===== src/rtl/local_atmos_light_sequencer.sv =====
// Frame-level sequencer for the local atmospheric light datapath (LALC).
// Latency: a result is valid 1+LAT cycles after its pixel is accepted; 1 pixel/clk when m_ready holds high.
// Backpressure: s_ready is credit based (FIFO occupancy + in-flight pixels < FIFO_DEPTH), so a stalled m_ready never drops a result.
//
// Ports:
//   clk, rst_n                 clock, asynchronous active-low reset
//   a_wr, a_r/a_g/a_b          write the shadow global A (used from the next commit)
//   start                      begin a frame (only honoured while idle)
//   s_valid/s_ready/s_dark     dark-channel pixel stream in
//   dp_Ar/dp_Ag/dp_Ab          active global A to LALC
//   dp_I_dark                  I_dark to LALC, LAT cycles after acceptance
//   dp_Ar_l/dp_Ag_l/dp_Ab_l    LALC local A results
//   m_valid/m_ready/m_r/m_g/m_b/m_last   result stream out
//   frame_done, busy           frame status
module local_atmos_light_sequencer #(
  parameter int IMG_W      = 640,
  parameter int IMG_H      = 480,
  parameter int LAT        = 2,
  parameter int FIFO_DEPTH = 4   // must be >= LAT+1
) (
  input  logic       clk,
  input  logic       rst_n,
  input  logic       a_wr,
  input  logic [7:0] a_r,
  input  logic [7:0] a_g,
  input  logic [7:0] a_b,
  input  logic       start,
  input  logic       s_valid,
  output logic       s_ready,
  input  logic [7:0] s_dark,
  output logic [7:0] dp_Ar,
  output logic [7:0] dp_Ag,
  output logic [7:0] dp_Ab,
  output logic [7:0] dp_I_dark,
  input  logic [7:0] dp_Ar_l,
  input  logic [7:0] dp_Ag_l,
  input  logic [7:0] dp_Ab_l,
  output logic       m_valid,
  input  logic       m_ready,
  output logic [7:0] m_r,
  output logic [7:0] m_g,
  output logic [7:0] m_b,
  output logic       m_last,
  output logic       frame_done,
  output logic       busy
);

  localparam int NPIX = IMG_W * IMG_H;
  localparam int PCW  = (NPIX > 1) ? $clog2(NPIX) : 1;
  localparam int PW   = (FIFO_DEPTH > 1) ? $clog2(FIFO_DEPTH) : 1;
  localparam int CW   = $clog2(FIFO_DEPTH + 1);
  localparam int IW   = $clog2(LAT + 1);
  localparam int SW   = $clog2(FIFO_DEPTH + LAT + 1);

  typedef enum logic [1:0] {
    ST_IDLE   = 2'd0,
    ST_WAIT_A = 2'd1,
    ST_RUN    = 2'd2,
    ST_DRAIN  = 2'd3
  } state_t;

  typedef struct packed {
    logic [7:0] r;
    logic [7:0] g;
    logic [7:0] b;
  } rgb_t;

  typedef struct packed {
    rgb_t a;
    logic last;
  } res_t;

  state_t          state_q, state_d;
  rgb_t            act_a_q, shd_a_q, wr_a, commit_a;
  logic            a_pending_q;
  logic            commit;
  logic [PCW-1:0]  pix_cnt_q;
  logic            is_last_px;
  logic            accept;
  logic [LAT-1:0]  vld_sr_q;
  logic [LAT-1:0]  last_sr_q;
  logic [7:0]      dly_q [LAT];
  res_t            fifo_mem [FIFO_DEPTH];
  logic [PW-1:0]   wr_ptr_q, rd_ptr_q;
  logic [CW-1:0]   fifo_cnt_q;
  logic [IW-1:0]   inflight;
  logic            credit_ok;
  logic            push, pop;
  res_t            push_dat, head;

  // ---------------------------------------------------------------- global A
  assign wr_a     = {a_r, a_g, a_b};
  // A written in the commit cycle itself wins over the older shadow value.
  assign commit_a = a_wr ? wr_a : shd_a_q;

  always_ff @(posedge clk or negedge rst_n) begin
    if (!rst_n) begin
      shd_a_q     <= '0;
      act_a_q     <= '0;
      a_pending_q <= 1'b0;
    end else begin
      if (a_wr) shd_a_q <= wr_a;
      if (commit) begin
        act_a_q     <= commit_a;
        a_pending_q <= 1'b0;
      end else if (a_wr) begin
        a_pending_q <= 1'b1;
      end
    end
  end

  // A is constant across a frame, so driving it continuously keeps every
  // LALC pipeline stage coherent regardless of bubbles.
  assign dp_Ar = act_a_q.r;
  assign dp_Ag = act_a_q.g;
  assign dp_Ab = act_a_q.b;

  // ---------------------------------------------------------------- credits
  always_comb begin
    inflight = '0;
    for (int i = 0; i < LAT; i++) inflight = inflight + IW'(vld_sr_q[i]);
  end

  // Every in-flight pixel already owns a FIFO slot, so the tail push can
  // never find the FIFO full.
  assign credit_ok  = (SW'(fifo_cnt_q) + SW'(inflight)) < SW'(FIFO_DEPTH);
  assign is_last_px = (pix_cnt_q == PCW'(NPIX - 1));

  // ---------------------------------------------------------------- FSM
  always_ff @(posedge clk or negedge rst_n) begin
    if (!rst_n) state_q <= ST_IDLE;
    else        state_q <= state_d;
  end

  always_comb begin
    state_d    = state_q;
    commit     = 1'b0;
    s_ready    = 1'b0;
    frame_done = 1'b0;
    case (state_q)
      ST_IDLE: begin
        if (start) begin
          if (a_pending_q || a_wr) begin
            commit  = 1'b1;
            state_d = ST_RUN;
          end else begin
            state_d = ST_WAIT_A;
          end
        end
      end
      ST_WAIT_A: begin
        if (a_wr) begin
          commit  = 1'b1;
          state_d = ST_RUN;
        end
      end
      ST_RUN: begin
        s_ready = credit_ok;
        if (s_valid && credit_ok && is_last_px) state_d = ST_DRAIN;
      end
      ST_DRAIN: begin
        // Empty delay line and FIFO means the tagged last result has left.
        if (vld_sr_q == '0 && fifo_cnt_q == '0) begin
          frame_done = 1'b1;
          state_d    = ST_IDLE;
        end
      end
      default: state_d = ST_IDLE;
    endcase
  end

  assign busy   = (state_q != ST_IDLE);
  assign accept = s_valid && s_ready;

  always_ff @(posedge clk or negedge rst_n) begin
    if (!rst_n)      pix_cnt_q <= '0;
    else if (accept) pix_cnt_q <= is_last_px ? '0 : pix_cnt_q + PCW'(1);
  end

  // ---------------------------------------------------------------- delay line
  // Data stages only advance behind a valid bit, so the tail holds the last
  // real pixel through bubbles.
  always_ff @(posedge clk or negedge rst_n) begin
    if (!rst_n) begin
      vld_sr_q  <= '0;
      last_sr_q <= '0;
      for (int i = 0; i < LAT; i++) dly_q[i] <= '0;
    end else begin
      vld_sr_q[0]  <= accept;
      last_sr_q[0] <= accept && is_last_px;
      if (accept) dly_q[0] <= s_dark;
      for (int i = 1; i < LAT; i++) begin
        vld_sr_q[i]  <= vld_sr_q[i-1];
        last_sr_q[i] <= last_sr_q[i-1];
        if (vld_sr_q[i-1]) dly_q[i] <= dly_q[i-1];
      end
    end
  end

  assign dp_I_dark = dly_q[LAT-1];

  // ---------------------------------------------------------------- result FIFO
  function automatic logic [PW-1:0] ptr_inc(input logic [PW-1:0] p);
    return (p == PW'(FIFO_DEPTH - 1)) ? '0 : p + PW'(1);
  endfunction

  assign push     = vld_sr_q[LAT-1];
  assign push_dat = '{a: '{r: dp_Ar_l, g: dp_Ag_l, b: dp_Ab_l}, last: last_sr_q[LAT-1]};
  assign m_valid  = (fifo_cnt_q != '0);
  assign pop      = m_valid && m_ready;

  always_ff @(posedge clk or negedge rst_n) begin
    if (!rst_n) begin
      wr_ptr_q   <= '0;
      rd_ptr_q   <= '0;
      fifo_cnt_q <= '0;
      for (int i = 0; i < FIFO_DEPTH; i++) fifo_mem[i] <= '0;
    end else begin
      if (push) begin
        fifo_mem[wr_ptr_q] <= push_dat;
        wr_ptr_q           <= ptr_inc(wr_ptr_q);
      end
      if (pop) rd_ptr_q <= ptr_inc(rd_ptr_q);
      case ({push, pop})
        2'b10:   fifo_cnt_q <= fifo_cnt_q + CW'(1);
        2'b01:   fifo_cnt_q <= fifo_cnt_q - CW'(1);
        default: fifo_cnt_q <= fifo_cnt_q;
      endcase
    end
  end

  assign head   = fifo_mem[rd_ptr_q];
  assign m_r    = head.a.r;
  assign m_g    = head.a.g;
  assign m_b    = head.a.b;
  assign m_last = head.last && m_valid;

  // A push into a full FIFO without a simultaneous pop would drop a result.
  a_no_overflow: assert property (@(posedge clk) disable iff (!rst_n)
    !(push && !pop && fifo_cnt_q == CW'(FIFO_DEPTH)));

endmodule


===== config.mk =====
export PLATFORM = sky130hd
export DESIGN_NAME = local_atmos_light_sequencer
export DESIGN_NICKNAME = d
export VERILOG_FILES = /design/src/rtl/local_atmos_light_sequencer.sv
export SDC_FILE = /design/constraint.sdc
export NUM_CORES = 1
export LEC_CHECK = 0
export ABC_AREA = 1
export CAP_MARGIN = 20
export CORE_MARGIN = 3
export CORE_UTILIZATION = 30
export DETAILED_ROUTE_END_ITERATION = 6
export PLACE_DENSITY = 0.52
export SLEW_MARGIN = 20
export SYNTH_ARGS = -nofsm -noshare
export SYNTH_HDL_FRONTEND = slang
export SYNTH_SLANG_ARGS = --single-unit

===== constraint.sdc =====
create_clock -name clk -period 3.3 [get_ports clk]
set_clock_uncertainty 0.05 [all_clocks]
set_input_delay 0.33 -clock clk [delete_from_list [all_inputs] [get_ports clk]]
set_output_delay 0.33 -clock clk [all_outputs]
set_load 0.01 [all_outputs]

==> summary.txt, run 1 <==
Yosys
  • Cell Area, Synth: 0.00873 mm²
  • EDFF count, synth: 0
  • Sequential fraction of the synthesis area: 56.5%
  • Synth Flop Type: dfrtp_1
  • Cell with the most instances after synthesis: nand2_1
  • Syn Area/Cell: 8.76 µm²
  • Post-synthesis cell type count: 35
  • Top cells by instance count after synthesis: nand2_1, dfrtp_1, o21ai_0
  • Seq cells post-synth: 197
  • Leading area contributor after synthesis: dfrtp_1
  • Dominant cells by area after synthesis: dfrtp_1, nand2_1, o21ai_0
  • Net Count, Synth: 1072
  • Top-area cell type share of the netlist area: 56.5%
  • Warnings from Yosys: 0
  • Ys async rst share: 100%
  • Post-Synthesis Cells: 997

Drt
  • WL/cell: 14.4 µm
  • First drt pass iteration count: 4
  • Vias: 6840
  • DRC violations left: 0
  • Vias per Instance: 4.60
  • Routed Antenna Nets: 0
  • Drt total wl: 21400 µm
  • Initial DRC count: 452

Clocking
  • Resized cells post-CTS: 0
  • CTS max path bufs: 2
  • Worst skew pair latency: 420 ps
  • Post-CTS Setup Bufs: 0
  • CTS tree: yes
  • Clock transition at the registers of the reported paths: 70 ps
  • CTS sink cnt: 197
  • Num CTS Buffers: 17
  • CTS Root Cell: clkbuf_16
  • H-tree Lvls: 4

Floorplan
  • Ports: 123
  • Die width: 177 µm
  • Die area: 0.0312 mm²
  • Die height: 177 µm
  • Initial Utilization: 30.9%
  • Core ar.: 0.0282 mm²
  • Core Rows: 61

Final layout
  • Final Net Count: 1170
  • Design area: 0.0109 mm²
  • Area grow syn2layout: 24.7%
  • Fillers: 2880
  • Post-layout util: 38.6%
  • Inserted Diodes: 0
  • Share of post-route cells with drive strength above 1: 7.13%

Setup path
  • R2R Path End: pix_cnt_q[5]$_DFFE_PN0P_
  • Worst R2R Setup Slack: 1120 ps
  • CP startpoint: vld_sr_q[0]$_DFF_PN0_
  • Worst endpoint required time: 2920 ps
  • CP Launch Type: flop
  • Reg2Reg Depth: 11
  • Worst-path maximum fanout: 11
  • Critical Path AT: 2430 ps
  • CP Class: flop to primary output
  • Crit path to: s_ready
  • Worst R2R Start: vld_sr_q[0]$_DFF_PN0_
  • Worst Setup End Kind: primary output

Pwr
  • Max VDD drop: 418 µV
  • Switching power: 3.56 mW
  • Switching share of power: 36.2%
  • P_leak: 4.94 nW
  • Clock share of power: 21.4%
  • Pint: 6.27 mW
  • Combinational Power Share: 38.6%
  • Power Density: 902 mW/mm²
  • Reg power frac: 40.1%

GRT
  • Initial antenna violation count: 0
  • Vias in the first global route: 7079
  • First-pass GRT wire length: 36300 µm
  • Largest net degree at the start of global routing: 80
  • GRT Residual Overflow: 0
  • Total GRT Usage: 14.5%

Timing
  • Fin crit period: 2810 ps
  • Post-route setup TNS: 0 ps
  • PnR worst setup slack: 488 ps
  • Normalized max-slew margin: 54.9%
  • Least-Margin Pin Slew: 676 ps
  • Unrepaired setup endpoints after global routing: false
  • Final Max Tran Viols: 0
  • Final Hold Fails: 0
  • Final period util: 85.2%
  • Achievable frequency: 356 MHz
  • Final setup viols: 0

Hold path
  • Worst min-delay path class: flop to flop

Placement
  • Port bufs: 122
  • Post-Place Setup Slack: 947 ps
  • Dpl cell area: 0.0103 mm²
  • Post-DP HPWL: 13500 µm
  • Final Wtd Congestion: 0.774

Run status
  • Status: completed

Job
  • Max-cap check violation count: 0
routing by layer:
layer | global-route usage, % | part of all wire (%) | vias to the layer above
li1 | - | - | 3451
met1 | 19.1 | 48 | 3263
met2 | 23.9 | 46 | 114
met3 | 3.96 | 5.3 | 12
met4 | 3.18 | 0.74 | 0
met5 | 0 | 0 | -
state kept, by name (all words and copies together), names as in the netlist:
name and flops:
last_sr_q 2, state_q 2, dp_Ar 8, pix_cnt_q 19, wr_ptr_q 2, rd_ptr_q 2, dp_Ag 8, fifo_mem 100
dp_Ab 8, a_pending_q 1, shd_a_q 24, vld_sr_q 2, dly_q 8, dp_I_dark 8, fifo_cnt_q 3
critical path: stages (launching register included):
cell and delay [ps]:
dfrtp_1 540, ha_1 360, nand2_1 50, nand2_1 80
nand2_1 50, nand2_1 70, nand2_1 80, nor2_1 200
clkdlybuf4s50_1 580
how the worst min path moves through the flow:
stage / startpoint / endpoint / slack, ps / cells past startpoint
4_1_cts: last_sr_q[0]$_DFF_PN0_ / last_sr_q[1]$_DFF_PN0_ / 320 / 0
6_report: last_sr_q[0]$_DFF_PN0_ / last_sr_q[1]$_DFF_PN0_ / 320 / 0
5_1_grt: last_sr_q[0]$_DFF_PN0_ / last_sr_q[1]$_DFF_PN0_ / 330 / 0
3_3_place_gp: last_sr_q[0]$_DFF_PN0_ / last_sr_q[1]$_DFF_PN0_ / 280 / 0
2_1_floorplan: rst_n / a_pending_q$_DFFE_PN0P_ / -20 / 0
3_5_place_dp: last_sr_q[0]$_DFF_PN0_ / last_sr_q[1]$_DFF_PN0_ / 300 / 0
final cells by class:
type                            instances  area [µm²]  share of cell area (%)
Sequential cell                       197        4930                    45.3
Tap cell                              378         473                    4.34
Multi-Input combinational cell        681        3300                    30.3
Timing Repair Buffer                  139        1380                    12.7
Inverter                               59         221                    2.03
Clock inverter                         14         143                    1.31
Clock buffer                           18         439                    4.03
per-stage QoR:
step	power, mW	hold WS (ps)	instances
floorplan	6.12	-15.6	997
global placement	7.78	284	1453
detailed placement	7.84	304	1453
CTS	9.99	322	1486
global route	10.7	325	1486
finish	9.82	319	1486
repair_timing:
action / 4_1_cts / 5_1_grt
endpoints found under the setup margin: 0 / 0
endpoints found under the hold margin: 75 / 0
hold buffers: 1 / 0
power by group through the flow:
stage	clock network, mW	registers (mW)	logic (mW)
3_5_place_dp	0	3.98	3.86
4_1_cts	2.18	3.94	3.87
2_1_floorplan	0	3.90	2.22
6_report	2.10	3.93	3.79
3_3_place_gp	0	3.98	3.81
5_1_grt	2.28	4.07	4.33
cells in the final DEF (no fill, tap or decap), types with 2 or more instances in the layout:
master	n
nor3_1	5
inv_6	3
nor2_4	2
nand4_1	10
clkdlybuf4s50_1	121
nor2_2	4
inv_2	4
ha_1	12
nand2_2	4
inv_1	55
a21oi_1	3
xor2_1	3
inv_8	4
o21ai_0	158
nand3_1	21
a31oi_1	25
nand3_4	2
buf_4	14
clkbuf_8	2
xnor2_1	5
o21ai_1	15
buf_12	2
or2_1	3
dfrtp_1	197
nor3_2	2
clkinv_2	2
nor2_1	98
nand2_1	270
mux2_2	8
clkinvlp_4	3
clkbuf_16	17
o22ai_1	24
kinds of logic (layout without fill, tap and decap cells):
| kind of cell | count (synthesis) | in the layout | share of synthesized area (%) |
|---|---|---|---|
| compound gates | 226 | 226 | 13.8 |
| mux | 8 | 8 | 1.03 |
| buf+inv | 119 | 230 | 5.73 |
| fa+ha+maj | 13 | 13 | 1.95 |
| xor+xnor | 8 | 8 | 0.803 |
| flops | 197 | 197 | 56.5 |
| simple gates | 426 | 426 | 20.2 |
Note: power is estimated with default switching activity, not from simulation.
==> inputs of run 2 (changes only) <==
--- a/config.mk
+++ b/config.mk
@@ -7,10 +7,12 @@
 export LEC_CHECK = 0
 export ABC_AREA = 1
 export CAP_MARGIN = 20
+export CELL_PAD_IN_SITES_DETAIL_PLACEMENT = 0
+export CELL_PAD_IN_SITES_GLOBAL_PLACEMENT = 1
 export CORE_MARGIN = 3
 export CORE_UTILIZATION = 30
 export DETAILED_ROUTE_END_ITERATION = 6
-export PLACE_DENSITY = 0.52
+export PLACE_DENSITY = 0.64
 export SLEW_MARGIN = 20
 export SYNTH_ARGS = -nofsm -noshare
 export SYNTH_HDL_FRONTEND = slang
==> run 2 against run 1 <==
  * Sequential share of layout area fell by 0.10 points
  * Highest routed layer unchanged
  * Clock power barely moved
  * Register-to-register slack worse by 30 ps
  * Combinational power about the same
  * Die area stayed put
  * Critical path type unchanged
==> summary.txt, run 2 (synthesis gave the netlist of run 1 again) <==
Final layout
  • Final Net Count: 1168 (-0.17%)
  • Max FFs per register: 100 (unchanged)
  • Share of post-route cells with drive strength above 1: 6.96% (-0.17 points)
  • Finished Layout Cells: 1484 (-0.13%)
  • Register name with the most flops: fifo_mem
  • Design area: 0.0109 mm² (+0.23%)
  • Inserted Diodes: 0 (unchanged)
  • Area grow syn2layout: 25.0%
  • Commonest non-fill, non-tap cells in the layout: nand2_1, dfrtp_1, o21ai_0
  • Largest regs: fifo_mem x100, shd_a_q x24, pix_cnt_q x19
  • Fillers: 2955 (+2.6%)
  • Commonest non-fill, non-tap cell in the layout: nand2_1

GRT
  • Initial antenna violation count: 0 (unchanged)
  • Largest net degree at the start of global routing: 84 (+5.0%)
  • Total GRT Usage: 14.3% (-0.16 points)
  • First-pass GRT wire length: 35900 µm (-0.91%)
  • Vias in the first global route: 6950 (-1.8%)
  • GRT Residual Overflow: 0 (unchanged)

Floorplan
  • Die width: 177 µm (unchanged)
  • Core ar.: 0.0282 mm² (unchanged)
  • Die area: 0.0312 mm² (unchanged)
  • Ports: 123 (unchanged)
  • Core Rows: 61 (unchanged)
  • Die height: 177 µm (unchanged)
  • Initial Utilization: 30.9% (unchanged)

Drt
  • Vias per Instance: 4.61 (+0.16%)
  • Drt total wl: 21500 µm (+0.56%)
  • Initial DRC count: 345 (-24%)
  • Vias: 6842 (+0.029%)
  • WL/cell: 14.5 µm (+0.70%)
  • Routed Antenna Nets: 0 (unchanged)
  • First drt pass iteration count: 5 (+1)
  • DRC violations left: 0 (unchanged)

Placement
  • Final Wtd Congestion: 0.756 (-2.4%)
  • Post-DP HPWL: 13900 µm (+3.1%)
  • Dpl cells: 1451 (-0.14%)
  • Dpl cell area: 0.0103 mm² (about the same)
  • Port bufs: 122 (unchanged)

Timing
  • Final Hold Fails: 0 (unchanged)
  • Fin crit period: 2800 ps (-9.85 ps)
  • Achievable frequency: 357 MHz (+0.35%)
  • Final Max Tran Viols: 0 (unchanged)
  • Least-Margin Pin Slew: 748 ps (+71.8 ps)
  • Final setup viols: 0 (unchanged)
  • Worst hold slack: 309 ps (-9.94 ps)
  • Normalized max-slew margin: 50.1% (-4.8 points)
  • Final period util: 84.9% (-0.30 points)
  • Unrepaired setup endpoints after global routing: false
  • Post-route setup TNS: 0 ps (unchanged)

Clocking
  • CTS Root Cell: clkbuf_16
  • Worst skew pair latency: 430 ps (about the same)
  • Clock transition at the registers of the reported paths: 70 ps (about the same)
  • CTS sink cnt: 197 (unchanged)
  • Resized cells post-CTS: 0 (unchanged)
  • Num CTS Buffers: 17 (unchanged)
  • CTS tree: yes
  • Post-CTS Setup Bufs: 0 (unchanged)
  • H-tree Lvls: 4 (unchanged)
  • Hold_buf cts: 1 (unchanged)
  • CTS max path bufs: 2 (unchanged)

Pwr
  • Total power: 9.85 mW (+0.26%)
  • Max VDD drop: 304 µV (-27%)
  • P_leak: 4.95 nW (+0.17%)
  • Power Density: 903 mW/mm² (about the same)

Setup path
  • Worst-path maximum fanout: 11 (unchanged)
  • Worst Setup End Kind: primary output
  • Critical Path AT: 2420 ps (about the same)
  • CP Class: flop to primary output
  • Worst endpoint required time: 2920 ps (about the same)
  • CP Launch Type: flop

Hold path
  • Worst min-delay path class: flop to flop

Job
  • Max-cap check violation count: 0 (unchanged)

Run status
  • Status: completed
run 2: changes by cell type in the layout (fill, tap and decap cells not counted), sizes merged:
cell / previous run / this run
clkbuf: 19 / 18
clkinvlp: 3 / 1
clkinv: 3 / 6
buf: 16 / 14
run 2: cell type report:
cell class                 count  area, µm²  share of cell area (%)
multi-input combinational    681       3300                    30.2
tap                          378        473                    4.33
clock buffer                  17        425                    3.90
sequential                   197       4930                    45.2
inverter                      59        221                    2.03
clock inverter                15        184                    1.69
timing repair buffer         137       1380                    12.6
run 2: path summary, 6_finish.rpt:
check / startpoint / end / slack, ps / depth (start not counted)
setup / recovery: vld_sr_q[0]$_DFF_PN0_ / s_ready / 500 / 8
hold / removal: last_sr_q[0]$_DFF_PN0_ / last_sr_q[1]$_DFF_PN0_ / 310 / 0
setup reg to reg: vld_sr_q[0]$_DFF_PN0_ / pix_cnt_q[3]$_DFFE_PN0P_ / 1090 / 10
hold reg to reg: last_sr_q[0]$_DFF_PN0_ / last_sr_q[1]$_DFF_PN0_ / 310 / 0
max in group asynchronous: rst_n / dp_I_dark[4]$_DFFE_PN0P_ / 1910 / 3
min in group asynchronous: rst_n / fifo_mem[4]$_DFFE_PN0P_ / 440 / 2
run 2: metal layers:
metal | wire, µm | vias to the layer above | part of all wire [%] | track usage (%)
met4 | 154 | 0 | 0.72 | 3.04
li1 | - | 3452 | - | -
met5 | 0 | - | 0 | 0
met2 | 10200 | 125 | 47 | 23.8
met3 | 1070 | 9 | 5.0 | 3.55
met1 | 10100 | 3256 | 47 | 19.0
run 2: worst max-delay path, cell delays in order, from the launching register on:
cell	delay (ps)
dfrtp_1	540
ha_1	360
nand2_1	50
nand2_1	80
nand2_1	50
nand2_1	70
nand2_1	80
nor2_1	190
clkdlybuf4s50_1	580
run 2: power breakdown:
part	internal, mW	switching [mW]	total, mW
Clock	1.09	1.03	2.12
Combinational	1.80	1.97	3.78
Sequential	3.37	0.576	3.95
Total	6.27	3.58	9.85
run 2: per-stage QoR:
| stage | util, % | setup WS, ps |
|---|---|---|
| 5_1_grt | 38.6 | 277 |
| 3_5_place_dp | 36.4 | 925 |
| 4_1_cts | 38.6 | 444 |
| 6_report | 38.6 | 498 |
| 2_1_floorplan | - | 1450 |
| 3_3_place_gp | 36.4 | 931 |
==> inputs of run 3 (changes only) <==
--- a/config.mk
+++ b/config.mk
@@ -12,7 +12,7 @@
 export CORE_MARGIN = 3
 export CORE_UTILIZATION = 30
 export DETAILED_ROUTE_END_ITERATION = 6
-export PLACE_DENSITY = 0.64
+export PLACE_DENSITY = 0.66
 export SLEW_MARGIN = 20
 export SYNTH_ARGS = -nofsm -noshare
 export SYNTH_HDL_FRONTEND = slang
==> constraint.sdc (replaced) <==
create_clock -name clk -period 2.3 [get_ports clk]
set_clock_uncertainty 0.05 [all_clocks]
set_input_delay 0.23 -clock clk [delete_from_list [all_inputs] [get_ports clk]]
set_output_delay 0.23 -clock clk [all_outputs]
set_load 0.01 [all_outputs]
==> run 3 against run 2 <==
  * Worst hold slack worse by 72 ps
  * Sequential cell count unchanged
  * Final area about the same
  * Via count down 0.12%
  * Non-clock buffer count up 7
  * Wire length down 2.1%
  * Count of clock-buffer cells in the layout up 1
  * Register-to-register slack worse by 750 ps
  * First-iteration DRC count up 47%
  * Combinational power up 39%
  * Global-route usage down 0.33 points
  * Largest cell class unchanged
  * Highest routed layer unchanged
==> summary.txt, run 3 (synthesis gave the netlist of run 1 again) <==
Run status
  • Status: completed

GRT
  • Largest net degree at the start of global routing: 70 (-17%)
  • Total GRT Usage: 14.0% (-0.33 points)
  • First-pass GRT wire length: 35300 µm (-1.7%)
  • Initial antenna violation count: 0 (unchanged)
  • GRT Residual Overflow: 0 (unchanged)
  • Vias in the first global route: 6845 (-1.5%)

Pwr
  • Switching share of power: 36.9% (+0.53 points)
  • Power Density: 1260 mW/mm² (+40%)
  • Reg power frac: 41.0% (+0.9 points)
  • Clock share of power: 20.9% (-0.7 points)
  • Pint: 8.71 mW (+39%)
  • Combinational Power Share: 38.1% (-0.2 points)
  • Max VDD drop: 558 µV (+84%)
  • Switching power: 5.09 mW (+42%)
  • P_leak: 5.03 nW (+1.5%)
  • Total power: 13.8 mW (+40%)

Setup path
  • Crit path cell chain: inv_1, buf_12, o21ai_0, o22ai_1, dlygate4sd2_1
  • CP Launch Type: flop
  • Slowest-stage cell, CP: dfrtp_1
  • Worst path bufs/invs: 3 (+2)
  • Largest delay contributor family on the critical path: buffers and inverters
  • Largest stage delay, worst path: 410 ps (-170 ps)
  • Worst-path maximum fanout: 42 (+31)
  • Worst endpoint required time: 2020 ps (-900 ps)
  • Cell count along the critical path: 5 (-3)
  • Reg2Reg Depth: 11 (+1)
  • CP Class: flop to primary output
  • Critical Path AT: 1830 ps (-590 ps)
  • Worst Setup End Kind: primary output

Final layout
  • Commonest non-fill, non-tap cells in the layout: nand2_1, dfrtp_1, o21ai_0
  • Register name with the most flops: fifo_mem
  • Share of post-route cells with drive strength above 1: 7.82% (+0.86 points)
  • Design area: 0.0109 mm² (about the same)
  • Commonest non-fill, non-tap cell in the layout: nand2_1
  • Fillers: 2914 (-1.4%)
  • Post-layout util: 38.7% (about the same)
  • Area grow syn2layout: 25.1% (about the same)
  • Finished Layout Cells: 1490 (+0.40%)
  • Largest regs: fifo_mem x100, shd_a_q x24, pix_cnt_q x19
  • Max FFs per register: 100 (unchanged)
  • Inserted Diodes: 0 (unchanged)
  • Final Net Count: 1175 (+0.60%)

Drt
  • Drt total wl: 21000 µm (-2.1%)
  • Initial DRC count: 508 (+47%)
  • DRC violations left: 0 (unchanged)
  • Vias: 6834 (-0.12%)
  • Routed Antenna Nets: 0 (unchanged)
  • WL/cell: 14.1 µm (-2.5%)
  • Vias per Instance: 4.59 (-0.52%)
  • First drt pass iteration count: 5 (unchanged)

Timing
  • Final Max Tran Viols: 0 (unchanged)
  • Final setup viols: 0 (unchanged)
  • Final Hold Fails: 0 (unchanged)
  • PnR worst setup slack: 191 ps (-307 ps)
  • Unrepaired setup endpoints after global routing: false
  • Fin crit period: 2110 ps
  • Final period util: 91.7%
  • Normalized max-slew margin: 66.5% (+16 points)
  • Achievable frequency: 474 MHz
  • Worst hold slack: 238 ps (-71.9 ps)
  • Post-route setup TNS: 0 ps (unchanged)
  • Least-Margin Pin Slew: 502 ps (-246 ps)

Placement
  • Dpl cell area: 0.0104 mm² (+0.75%)
  • Port bufs: 122 (unchanged)
  • Post-DP HPWL: 13600 µm (-2.2%)
  • Post-Place Setup Slack: 217 ps (-708 ps)
  • Final Wtd Congestion: 0.743 (-1.7%)
  • Dpl cells: 1458 (+0.48%)

Floorplan
  • Core Rows: 61 (unchanged)
  • Die height: 177 µm (unchanged)
  • Die width: 177 µm (unchanged)
  • Initial Utilization: 30.9% (unchanged)
  • Core ar.: 0.0282 mm² (unchanged)
  • Die area: 0.0312 mm² (unchanged)
  • Ports: 123 (unchanged)

Clocking
  • H-tree Lvls: 4 (unchanged)
  • Worst skew pair latency: 440 ps (about the same)
  • Num CTS Buffers: 17 (unchanged)
  • Clock transition at the registers of the reported paths: 80 ps (about the same)
  • CTS sink cnt: 197 (unchanged)
  • CTS Root Cell: clkbuf_16
  • CTS max path bufs: 2 (unchanged)
  • CTS tree: yes

Job
  • Max-cap check violation count: 0 (unchanged)

Hold path
  • Worst min-delay path class: input pin to async pin
-- run 3: power by group through the flow --
stage | sequential [mW] | combinational [mW] | clock, mW
CTS | 5.66 | 5.38 | 3.01
global route | 5.82 | 6.02 | 3.15
global placement | 5.68 | 5.54 | 0
floorplan | 5.60 | 3.18 | 0
detailed placement | 5.69 | 5.63 | 0
finish | 5.65 | 5.25 | 2.89
-- run 3: metal layers --
| metal | up-vias | GRT usage [%] | routed length (µm) |
|---|---|---|---|
| li1 | 3465 | - | - |
| met1 | 3249 | 18.6 | 10100 |
| met2 | 107 | 23.0 | 9800 |
| met3 | 13 | 3.35 | 977 |
| met4 | 0 | 3.54 | 171 |
| met5 | - | 0 | 0 |
-- run 3: worst reg2reg max path, cell delays in order (launching register included) --
cell     delay (ps)
dfrtp_1         430
ha_1            290
nand2_1          50
nand2_1          70
nand2_1          50
nand2_1          70
nand2_1          90
nor2_2          100
nand2_1         260
buf_12          270
nand2_1          60
o21ai_1          60
-- run 3: path summary, 6_finish.rpt --
kind	startpoint	end	slack (ps)
min	rst_n	fifo_mem[4]$_DFFE_PN0P_	240
min in group clk	s_dark[1]	dly_q[9]$_DFFE_PN0P_	270
max reg2reg	fifo_cnt_q[0]$_DFFE_PN0P_	pix_cnt_q[3]$_DFFE_PN0P_	340
min reg2reg	last_sr_q[0]$_DFF_PN0_	last_sr_q[1]$_DFF_PN0_	300
max in group asynchronous	rst_n	pix_cnt_q[10]$_DFFE_PN0P_	1220
max	rd_ptr_q[0]$_DFFE_PN0N_	m_r[6]	190
-- run 3: cell type report --
type	instances	area, µm²	share of cell area [%]
multi-input combinational	681	3310	30.3
inverter	59	221	2.03
sequential	197	4930	45.1
timing repair buffer	144	1440	13.2
clock inverter	13	114	1.04
tap	378	473	4.33
clock buffer	18	439	4.02
-- run 3: timing repair --
action,4_1_cts,5_1_grt
endpoints found under the hold margin,39,0
setup endpoints to repair,27,2
hold buffers,1,0
setup buffers,0,0
gates resized for setup,32,4
